$ cat src/rtl/tri_frame_feeder.sv
// tri_frame_feeder: FIFO-buffered serializer of packed 3-side words into the triangle core's 3-cycle frame, with result/timeout reporting
// Ports: CLK, RST_N (async active-low); S_VALID/S_READY/S_DATA upstream word handshake; IN_VALID/INPUT frame elements to core;
//        OUT_VALID/OUT core result; R_VALID pulse with R_DATA/R_TIMEOUT; FRAME_CNT/PASS_CNT wrapping 8-bit counters.
module tri_frame_feeder #(
  parameter int DEPTH = 4,
  parameter int GAP = 1,
  parameter int TIMEOUT = 15
) (
  input  logic       CLK,
  input  logic       RST_N,
  input  logic       S_VALID,
  output logic       S_READY,
  input  logic [8:0] S_DATA,
  output logic       IN_VALID,
  output logic [2:0] INPUT,
  input  logic       OUT_VALID,
  input  logic       OUT,
  output logic       R_VALID,
  output logic       R_DATA,
  output logic       R_TIMEOUT,
  output logic [7:0] FRAME_CNT,
  output logic [7:0] PASS_CNT
);
  localparam int AW = $clog2(DEPTH);
  typedef enum logic [2:0] {IDLE, SEND0, SEND1, SEND2, WAIT, GAPW} state_t;
  state_t state_q, state_d;
  logic [7:0] cnt_q, cnt_d;
  logic [8:0] mem_q [DEPTH];
  logic [AW-1:0] wr_q, wr_d, rd_q, rd_d;
  logic [AW:0] count_q, count_d;
  logic s_ready_q, s_ready_d, in_valid_q, in_valid_d;
  logic r_valid_q, r_valid_d, r_data_q, r_data_d, r_timeout_q, r_timeout_d;
  logic [2:0] input_q, input_d;
  logic [7:0] frame_cnt_q, frame_cnt_d, pass_cnt_q, pass_cnt_d;
  logic push, pop, nonempty, res, tmo;
  logic [8:0] head;
  assign push = S_VALID && s_ready_q;
  assign pop = state_q == SEND2;
  assign nonempty = count_q != '0;
  assign head = mem_q[rd_q];
  // a result seen on the timeout cycle wins over the timeout
  assign res = state_q == WAIT && OUT_VALID;
  assign tmo = state_q == WAIT && !OUT_VALID && cnt_q == 8'(TIMEOUT);
  always_ff @(posedge CLK or negedge RST_N)
    if (!RST_N) begin
      state_q <= IDLE;
      cnt_q <= '0;
      wr_q <= '0;
      rd_q <= '0;
      count_q <= '0;
      s_ready_q <= 1'b0;
      in_valid_q <= 1'b0;
      input_q <= '0;
      r_valid_q <= 1'b0;
      r_data_q <= 1'b0;
      r_timeout_q <= 1'b0;
      frame_cnt_q <= '0;
      pass_cnt_q <= '0;
    end else begin
      state_q <= state_d;
      cnt_q <= cnt_d;
      wr_q <= wr_d;
      rd_q <= rd_d;
      count_q <= count_d;
      s_ready_q <= s_ready_d;
      in_valid_q <= in_valid_d;
      input_q <= input_d;
      r_valid_q <= r_valid_d;
      r_data_q <= r_data_d;
      r_timeout_q <= r_timeout_d;
      frame_cnt_q <= frame_cnt_d;
      pass_cnt_q <= pass_cnt_d;
    end
  always_ff @(posedge CLK)
    if (push) mem_q[wr_q] <= S_DATA;
  always_comb begin
    state_d = state_q;
    cnt_d = '0;
    case (state_q)
      IDLE:  state_d = nonempty ? SEND0 : IDLE;
      SEND0: state_d = SEND1;
      SEND1: state_d = SEND2;
      SEND2: state_d = WAIT;
      WAIT: begin
        state_d = (res || tmo) ? GAPW : WAIT;
        cnt_d = (res || tmo) ? '0 : cnt_q + 8'd1;
      end
      GAPW: begin
        state_d = cnt_q == 8'(GAP - 1) ? (nonempty ? SEND0 : IDLE) : GAPW;
        cnt_d = cnt_q == 8'(GAP - 1) ? '0 : cnt_q + 8'd1;
      end
      default: state_d = IDLE;
    endcase
  end
  // outputs are registered, so they are decoded from the state being entered
  always_comb begin
    wr_d = push ? wr_q + AW'(1) : wr_q;
    rd_d = pop ? rd_q + AW'(1) : rd_q;
    count_d = count_q + (AW+1)'(push) - (AW+1)'(pop);
    s_ready_d = count_d != (AW+1)'(DEPTH);
    in_valid_d = state_d inside {SEND0, SEND1, SEND2};
    input_d = state_d == SEND0 ? head[8:6] : state_d == SEND1 ? head[5:3] : state_d == SEND2 ? head[2:0] : 3'd0;
    r_valid_d = res || tmo;
    r_data_d = res ? OUT : tmo ? 1'b0 : r_data_q;
    r_timeout_d = tmo ? 1'b1 : res ? 1'b0 : r_timeout_q;
    frame_cnt_d = frame_cnt_q + 8'(r_valid_d);
    pass_cnt_d = pass_cnt_q + 8'(res && OUT);
  end
  assign S_READY = s_ready_q;
  assign IN_VALID = in_valid_q;
  assign INPUT = input_q;
  assign R_VALID = r_valid_q;
  assign R_DATA = r_data_q;
  assign R_TIMEOUT = r_timeout_q;
  assign FRAME_CNT = frame_cnt_q;
  assign PASS_CNT = pass_cnt_q;
endmodule

$ cat config.mk
export PLATFORM = sky130hd
export DESIGN_NAME = tri_frame_feeder
export DESIGN_NICKNAME = d
export VERILOG_FILES = /design/src/rtl/tri_frame_feeder.sv
export SDC_FILE = /design/constraint.sdc
export NUM_CORES = 1
export LEC_CHECK = 0
export BUFFER_PORTS_ARGS = -buffer_cell sky130_fd_sc_hd__buf_2
export CAP_MARGIN = 20
export CORE_ASPECT_RATIO = 1.5
export CORE_MARGIN = 5
export CORE_UTILIZATION = 50
export CTS_CLUSTER_DIAMETER = 100
export DETAILED_ROUTE_END_ITERATION = 12
export GPL_ROUTABILITY_DRIVEN = 0
export GPL_TIMING_DRIVEN = 0
export HOLD_SLACK_MARGIN = 0.08
export MAX_ROUTING_LAYER = met4
export PLACE_DENSITY = 0.7
export REMOVE_ABC_BUFFERS = 1
export SLEW_MARGIN = 20
export SYNTH_ARGS = -nofsm -noshare
export SYNTH_HDL_FRONTEND = slang
export SYNTH_SLANG_ARGS = --single-unit
$ cat constraint.sdc
create_clock -name CLK -period 5.5 [get_ports CLK]
set_input_delay 1.1 -clock CLK [delete_from_list [all_inputs] [get_ports CLK]]
set_output_delay 1.1 -clock CLK [all_outputs]
set_load 0.03 [all_outputs]
# After elaboration in Yosys (flattened, before gate mapping)
# Memories as Yosys holds them, arrays and structs flattened.
# Cells that the tools add are included.
# op_classes
n_addsub	7
muxes	16
n_eq_ne	10
n_reduce_logical	12
# ops
cell	count
3-bit one-hot mux with 6 select lines	1
8-bit by 1-bit adder with 8-bit output	2
8-bit 2-to-1 mux	2
8-bit one-hot mux with 2 select lines	1
3-bit by 2-bit == test with 1-bit output (second input constant)	4
3-bit 2-to-1 mux	4
8-bit by 1-bit adder with 8-bit output (second input constant)	1
8-bit by 4-bit == test with 1-bit output (second input constant)	1
8-bit logical NOT	1
1-bit 2-to-1 mux	8
3-bit by 1-bit == test with 1-bit output (second input constant)	2
3-bit == test (second input constant)	2
3-bit nonzero test	2
1-bit logical AND	5
2-bit by 1-bit adder with 2-bit output (second input constant)	2
3-bit by 1-bit adder with 3-bit output	1
3-bit logical NOT	1
3-bit != test (second input constant)	1
3-bit by 1-bit subtractor with 3-bit output	1
2-bit nonzero test	1
1-bit logical NOT	1
1-bit logical OR	1
# word_totals
in_bits	14
reg_bits	42
ram_bits	36
mem_count	1
# mem_list
memory	depth	word_bits	read_ports	rd_ports_with_merged_regs	write_ports	line	source
mem_q	4	9	1	0	1	28	logic [8:0] mem_q [DEPTH];

# Depth between registers and ports, before layout
# Gate-level depths: netlist of run 1.
# logic_depth
ltp_word	10
ltp_mapped	11
ltp_nobuf	10

# Worst setup path before layout of run 1
# OpenSTA, ideal clock, no wires.
# synth_timing
path_type	input port to flip-flop
start	input port S_VALID
end	register s_ready_q, in the netlist S_READY
stages	9
slack_ns	2.909
t_required_ns	5.372
setup_time_ns	0.128
path_buffers	0
arrival_ns	2.464
cell_sequence	nand2_1 > ha_1 > inv_1 > ha_1 > inv_1 > fa_1 > xnor2_1 > xnor2_1 > nand3b_1
# synth_via
elab_chain_cells	4
# synth_rtl
item	line	source
from (decl)	11	input logic S_VALID,
1-bit logical AND	37	assign push = S_VALID && s_ready_q;
3-bit by 1-bit adder with 3-bit output	99	count_d = count_q + (AW+1)'(push) - (AW+1)'(pop);
3-bit by 1-bit subtractor with 3-bit output	99	
via count_d[2]	30	logic [AW:0] count_q, count_d;
3-bit != test	100	s_ready_d = count_d != (AW+1)'(DEPTH);
via s_ready_d	31	logic s_ready_q, s_ready_d, in_valid_q, in_valid_d;
to (signal assigned)	65	s_ready_q <= s_ready_d;
to (decl)	31	
# The timed path passes the listed nets, and every way through them passes these cells.
# A chain may end at the register's enable or synchronous reset.

# Worst setup path after layout of run 1
# Ends and elaborated chain as after synthesis.

==> out/results.txt, run 1 <==
Reg2Reg Depth: 10
Largest stage delay, worst path: 0.38 ns
DRC errors left: 0
Vias: 1796
RSZ-0062 raised after global routing: no
Pwr Total: 1.764 mW
Met3 usage: 3.689%
Final hold slack: 0.4644 ns
Core area: 6441 sq um
Post-route ant nets: 0
Seq/Total Area, Yosys: 64.74%
Port bufs: 37
Hold-fix buffers, CTS: 0
Max Cap Viol: 0
I/O Pins: 38
Most frequent cells in the layout: dfrtp_1, buf_2, edfxtp_1, xnor2_1, inv_1
Yosys warnings: 0
Post-layout minimum cycle time: 2.480 ns
Worst Tran Pin Value: 0.8909 ns
FILL cells: 518
Commonest non-fill, non-tap cell in the layout: dfrtp_1
Final core occ: 57.81%
Sequential power share: 48.4%
Layout Area Growth over Synthesis: 13.07%
Hpwl dp: 3617 um
Cells after synthesis: 210
Sw frac: 33.70%
Final Non-Filler Cells: 334
Final Cycle Share: 45.10%
Crit path launch type: input port
Clock skew: 0.007320 ns
Layout cells sized above 1: 24.42%
Vias per inst: 5.377
Clock power frac: 24.8%
CTS buffer count: 9
Busiest layer in global routing: met2
Total Nets Final: 280
Leakage power: 1.665 nW
Design area: 3724 sq um
Setup repair bufs after CTS: 0
Setup TNS: 0 ns
Pin count of the biggest net entering global routing: 43
Reg area: 2132 sq um
Routed wire length: 5187 um
Unique masters post-synth: 41
Clk root buf: clkbuf_8
Cell Chain, Critical Path: buf_2 -> nand2_1 -> ha_1 -> inv_1 -> ha_1 -> inv_1 -> fa_1 -> xnor2_1 -> xnor2_1 -> nand3b_1
Met1 usage: 15.57%
CP Max Fanout: 5
Worst-Skew Late Latency: 0.35 ns
Drt wl/cell: 15.53 um
Post-Syn Area per Cell: 15.68 sq um
Multi-input logic area: 1059 sq um
Combinational Power Share: 26.8%
Internal cell power: 1.170 mW
Antenna violations before repair: 0
Post-synth top area share: 32.83%
Max VDD drop: 0.2870 mV
1st-iter DRT viols: 114
Maximum clock frequency: 403.1 MHz
Diodes inserted: 0
Grt met2 use: 24.14%
Depth of the worst hold-timing path: 1
Critical-path top delay cell: fa_1
Post-synth ARST share: 53.85%
Clk buf depth: 2
Endpoints failing setup: 0
Total global routing track utilization: 14.19%
Worst slack, placed: 2.643 ns
Full die area: 8343 sq um
First-pass GRT wire length: 8797 um
Initial Utilization: 51.13%
Final-report hold violation count: 0
Cell taking the most area after synthesis: edfxtp_1
Outcome: completed
Commonest register cell after synthesis: dfrtp_1
Clock transition at path regs: 0.08 ns
Row cnt: 36
H-tree Lvls: 3
Pre-antenna DRT Iters: 4
Post-Synthesis Cell Area: 3293 sq um
CTS tree: done
PostCTS Resize Cnt: 0
Slew Viols, Final: 0
Worst slew margin: 40.61%
Arrival @ worst endpoint: 2.71 ns
Die Span Y: 109.4 um
Grt ovf: 0
Worst Hold Class: reg2reg
Vias in the first global route: 1846
WS Path Type: in2reg
Number of synthesized flops with an enable pin: 36
Final setup margin: 3.020 ns
DP Area: 3520 sq um
Inst Count DP: 318
Register bit total from synthesis: 78
Worst Path Required: 5.73 ns
Crit end category: flip-flop
CTS Sinks: 78
PD cells: 473.8 nW/um^2
Synth area leaders: edfxtp_1, dfrtp_1, mux4_1, ha_1, xnor2_1
Die W: 76.27 um
NetSw: 0.5946 mW
[synth_stat cells (2+ instances only)]
cell type / count
a22oi_1: 3
mux4_1: 9
xor2_1: 8
nor2_1: 11
inv_1: 13
edfxtp_1: 36
and4_1: 2
nand2_1: 6
nand3b_1: 2
o32ai_1: 3
and3_1: 10
dfrtp_1: 42
nor3_1: 3
buf_6: 2
ha_1: 12
nand4_1: 3
nand3_1: 6
xnor2_1: 15
and2b_2: 2
[flip-flops by register name, indices dropped and copies added (netlist names), 2 cells and up]
signal / cells
rd_q: 2
wr_q: 2
FRAME_CNT: 8
INPUT: 3
count_q: 3
cnt_q: 8
mem_q: 36
state_q: 3
PASS_CNT: 8
[area by class of cell]
type	count	share of cell area, %
clock buffers	9	3.327
clock inverters	7	2.151
inverters	13	1.310
multi-input cells	114	28.43
flip-flops and latches	78	57.26
well taps	76	2.554
repair buffers	37	4.973
[cell families (layout without fill, tap and decap cells)]
group / after synthesis / count (layout) / share of synthesized area [%]
AO/OA/AOI/OAI: 17 / 17 / 4.408
adder cells (fa/ha/maj): 13 / 13 / 5.167
multiplexers: 10 / 10 / 7.523
flip-flops: 78 / 78 / 64.74
buffers and inverters: 18 / 66 / 3.116
XOR/XNOR: 23 / 23 / 6.117
AND/OR/NAND/NOR: 51 / 51 / 8.929
[critical path: cells and delay by family]
family	cells	cell delay (ns)
buf+inv	3	0.23
fa+ha+maj	3	0.82
simple gates	2	0.23
xor+xnor	2	0.35
[path summary, 6_finish.rpt]
kind,from,end,slack (ns)
max,S_VALID,S_READY$_DFF_PN0_,3.02
min,FRAME_CNT[7]$_DFF_PN0_,FRAME_CNT[7]$_DFF_PN0_,0.46
max reg2reg,state_q[0]$_DFF_PN0_,S_READY$_DFF_PN0_,3.16
min reg2reg,FRAME_CNT[7]$_DFF_PN0_,FRAME_CNT[7]$_DFF_PN0_,0.46
max in group asynchronous,RST_N,R_VALID$_DFF_PN0_,4.07
min in group asynchronous,RST_N,cnt_q[5]$_DFF_PN0_,0.87
[metal layers]
metal | routed length, um | part of all wire (%)
met1 | 2148 | 41
met2 | 2682 | 52
met3 | 269 | 5.2
met4 | 87 | 1.7
met5 | 0 | 0
[power groups by stage]
stage / clock, mW / sequential, mW / combinational, mW
3_3_place_gp: 0 / 0.863 / 0.470
6_report: 0.437 / 0.854 / 0.473
2_1_floorplan: 0 / 0.908 / 0.290
5_1_grt: 0.475 / 0.873 / 0.532
4_1_cts: 0.450 / 0.856 / 0.485
3_5_place_dp: 0 / 0.868 / 0.483
Note: power is estimated with default switching activity, not from simulation.
==> run 2: changes to the inputs <==
- PLACE_DENSITY: 0.7 -> 0.73
- clock period: 5.5 -> 2.1 ns (I/O delays scaled with it)
==> run 2 against run 1 <==
Register-to-register slack worse by 3.1 ns. Global-route usage is 0.32 points lower. Clock skew is 0.0066 ns higher. Critical endpoint unchanged. Sequential share of layout area is 2.2 points lower. Sequential cell count stayed put. Worst setup slack worse by 2.9 ns. First-iteration DRC count is 2.6% higher. Design area is 4.3% higher. Power grew to 2.7 times the previous value. Utilization is 2.5 points higher. Routed wire length is 3.2% higher. Critical path depth stayed put.
==> out/results.txt, run 2 (synthesized netlist as in run 1, its figures left out) <==
Post-layout minimum cycle time: 2.026 ns
H-tree Lvls: 3
I/O Pins: 38
CTS Sinks: 78
Clk buf depth: 2
Post-route ant nets: 0
PD cells: 1216 nW/um^2
Clock skew: 0.01390 ns
Worst r2r dst: S_READY$_DFF_PN0_
1st-iter DRT viols: 117
Pwr Total: 4.724 mW
CTS buffer count: 9
Leakage power: 1.725 nW
Hold-fix buffers, CTS: 0
Max Cap Viol: 0
Worst Tran Pin Value: 0.9142 ns
Worst slew margin: 39.05%
Vias in the first global route: 1881
Diodes inserted: 0
DRC errors left: 0
Initial Utilization: 51.13%
CTS tree: done
Vias per inst: 5.316
Outcome: completed
Vias: 1850
Full die area: 8343 sq um
Clk root buf: clkbuf_8
Core area: 6441 sq um
Maximum clock frequency: 493.6 MHz
CP Max Fanout: 5
Total Nets Final: 294
Max reg flops: 36
Drt wl/cell: 15.38 um
Commonest non-fill, non-tap cell in the layout: buf_2
Die W: 76.27 um
First-pass GRT wire length: 8721 um
WS Path Type: reg2reg
Clock transition at path regs: 0.09 ns
Worst Hold Class: in2async
Layout cells sized above 1: 35.29%
Worst-Skew Late Latency: 0.35 ns
Design area: 3885 sq um
Worst reg-to-reg setup slack: 0.07 ns
Register name with the most flops: mem_q
Reg-to-reg critical path startpoint: state_q[1]$_DFF_PN0_
Die Span Y: 109.4 um
Layout Area Growth over Synthesis: 17.97%
Max VDD drop: 0.6119 mV
Routed wire length: 5351 um
Grt ovf: 0
Worst Path Required: 2.33 ns
Reg2Reg Depth: 10
Hpwl dp: 3630 um
Final Cycle Share: 96.47%
Row cnt: 36
Slew Viols, Final: 0
Pin count of the biggest net entering global routing: 43
Endpoints failing setup: 0
Crit path launch type: flip-flop
Pre-antenna DRT Iters: 4
DP Area: 3520 sq um
Port bufs: 37
Crit end category: flip-flop
Most frequent cells in the layout: buf_2, dfrtp_1, edfxtp_1, buf_4
Final-report hold violation count: 0
Antenna violations before repair: 0
Total global routing track utilization: 13.87%
Final core occ: 60.31%
Arrival @ worst endpoint: 2.25 ns
[run 2: cell types whose count changed in the layout (fill, tap and decap cells not counted), sizes merged]
cell	previous run	this run
buf	37	51
bufinv	1	0
clkinv	0	2
inv	17	16
[run 2: repair_timing]
item / CTS / global route
pin swaps: 1 / 6
setup endpoints to repair: 5 / 5
gates resized for setup: 8 / 15
gates cloned: 0 / 0
buffers inserted: 5 / 9
[run 2: per-layer routing]
metal / wire (um) / vias to the layer above / GRT usage, %
met5: 0 / - / -
met4: 93 / 0 / 6.000
met3: 239 / 7 / 4.508
met2: 2861 / 39 / 23.84
met1: 2157 / 920 / 14.66
li1: - / 884 / -
[run 2: worst max-delay path, stage by stage (launching register included)]
cell and delay (ns):
dfrtp_2 0.46, nand2_4 0.09, nor2_4 0.04, ha_1 0.26, inv_1 0.05, ha_1 0.13, inv_1 0.06, fa_2 0.35
xnor2_2 0.22, xnor2_2 0.14, nand3b_1 0.11
[run 2: worst max path at each step]
stage / startpoint / to / slack (ns) / depth (start not counted)
global route: state_q[1]$_DFF_PN0_ / S_READY$_DFF_PN0_ / -0.03 / 10
global placement: state_q[0]$_DFF_PN0_ / S_READY$_DFF_PN0_ / -0.21 / 10
CTS: S_READY$_DFF_PN0_ / S_READY$_DFF_PN0_ / 0.002 / 9
detailed placement: state_q[0]$_DFF_PN0_ / S_READY$_DFF_PN0_ / -0.28 / 10
finish: state_q[1]$_DFF_PN0_ / S_READY$_DFF_PN0_ / 0.07 / 10
floorplan: state_q[0]$_DFF_PN0_ / S_READY$_DFF_PN0_ / -0.01 / 10
[run 2: report_power, final]
part / total (mW) / switching [mW] / leakage (nW) / internal [mW]
clock: 1.04 / 0.586 / 0.0896 / 0.452
sequential: 2.22 / 0.270 / 0.871 / 1.95
combinational: 1.46 / 0.781 / 0.764 / 0.682
[run 2: final cells by class]
type	count	area, sq um
well taps	76	95.09
multi-input cells	114	1121
repair buffers	51	290.3
inverters	13	48.80
fillers	509	2556
flip-flops and latches	78	2140
clock inverters	7	66.31
clock buffers	9	123.9
[run 2: through the flow]
stage / setup TNS [ns] / hold WS [ns] / std cells / setup slack (ns)
finish: 0 / 0.1929 / 348 / 0.07408
global route: -0.02956 / 0.2688 / 348 / -0.02522
CTS: 0 / 0.2280 / 339 / 0.001973
detailed placement: -0.5089 / 0.4630 / 318 / -0.2767
global placement: -0.3312 / 0.4578 / 318 / -0.2056
floorplan: -0.01013 / 0.1244 / 205 / -0.01013
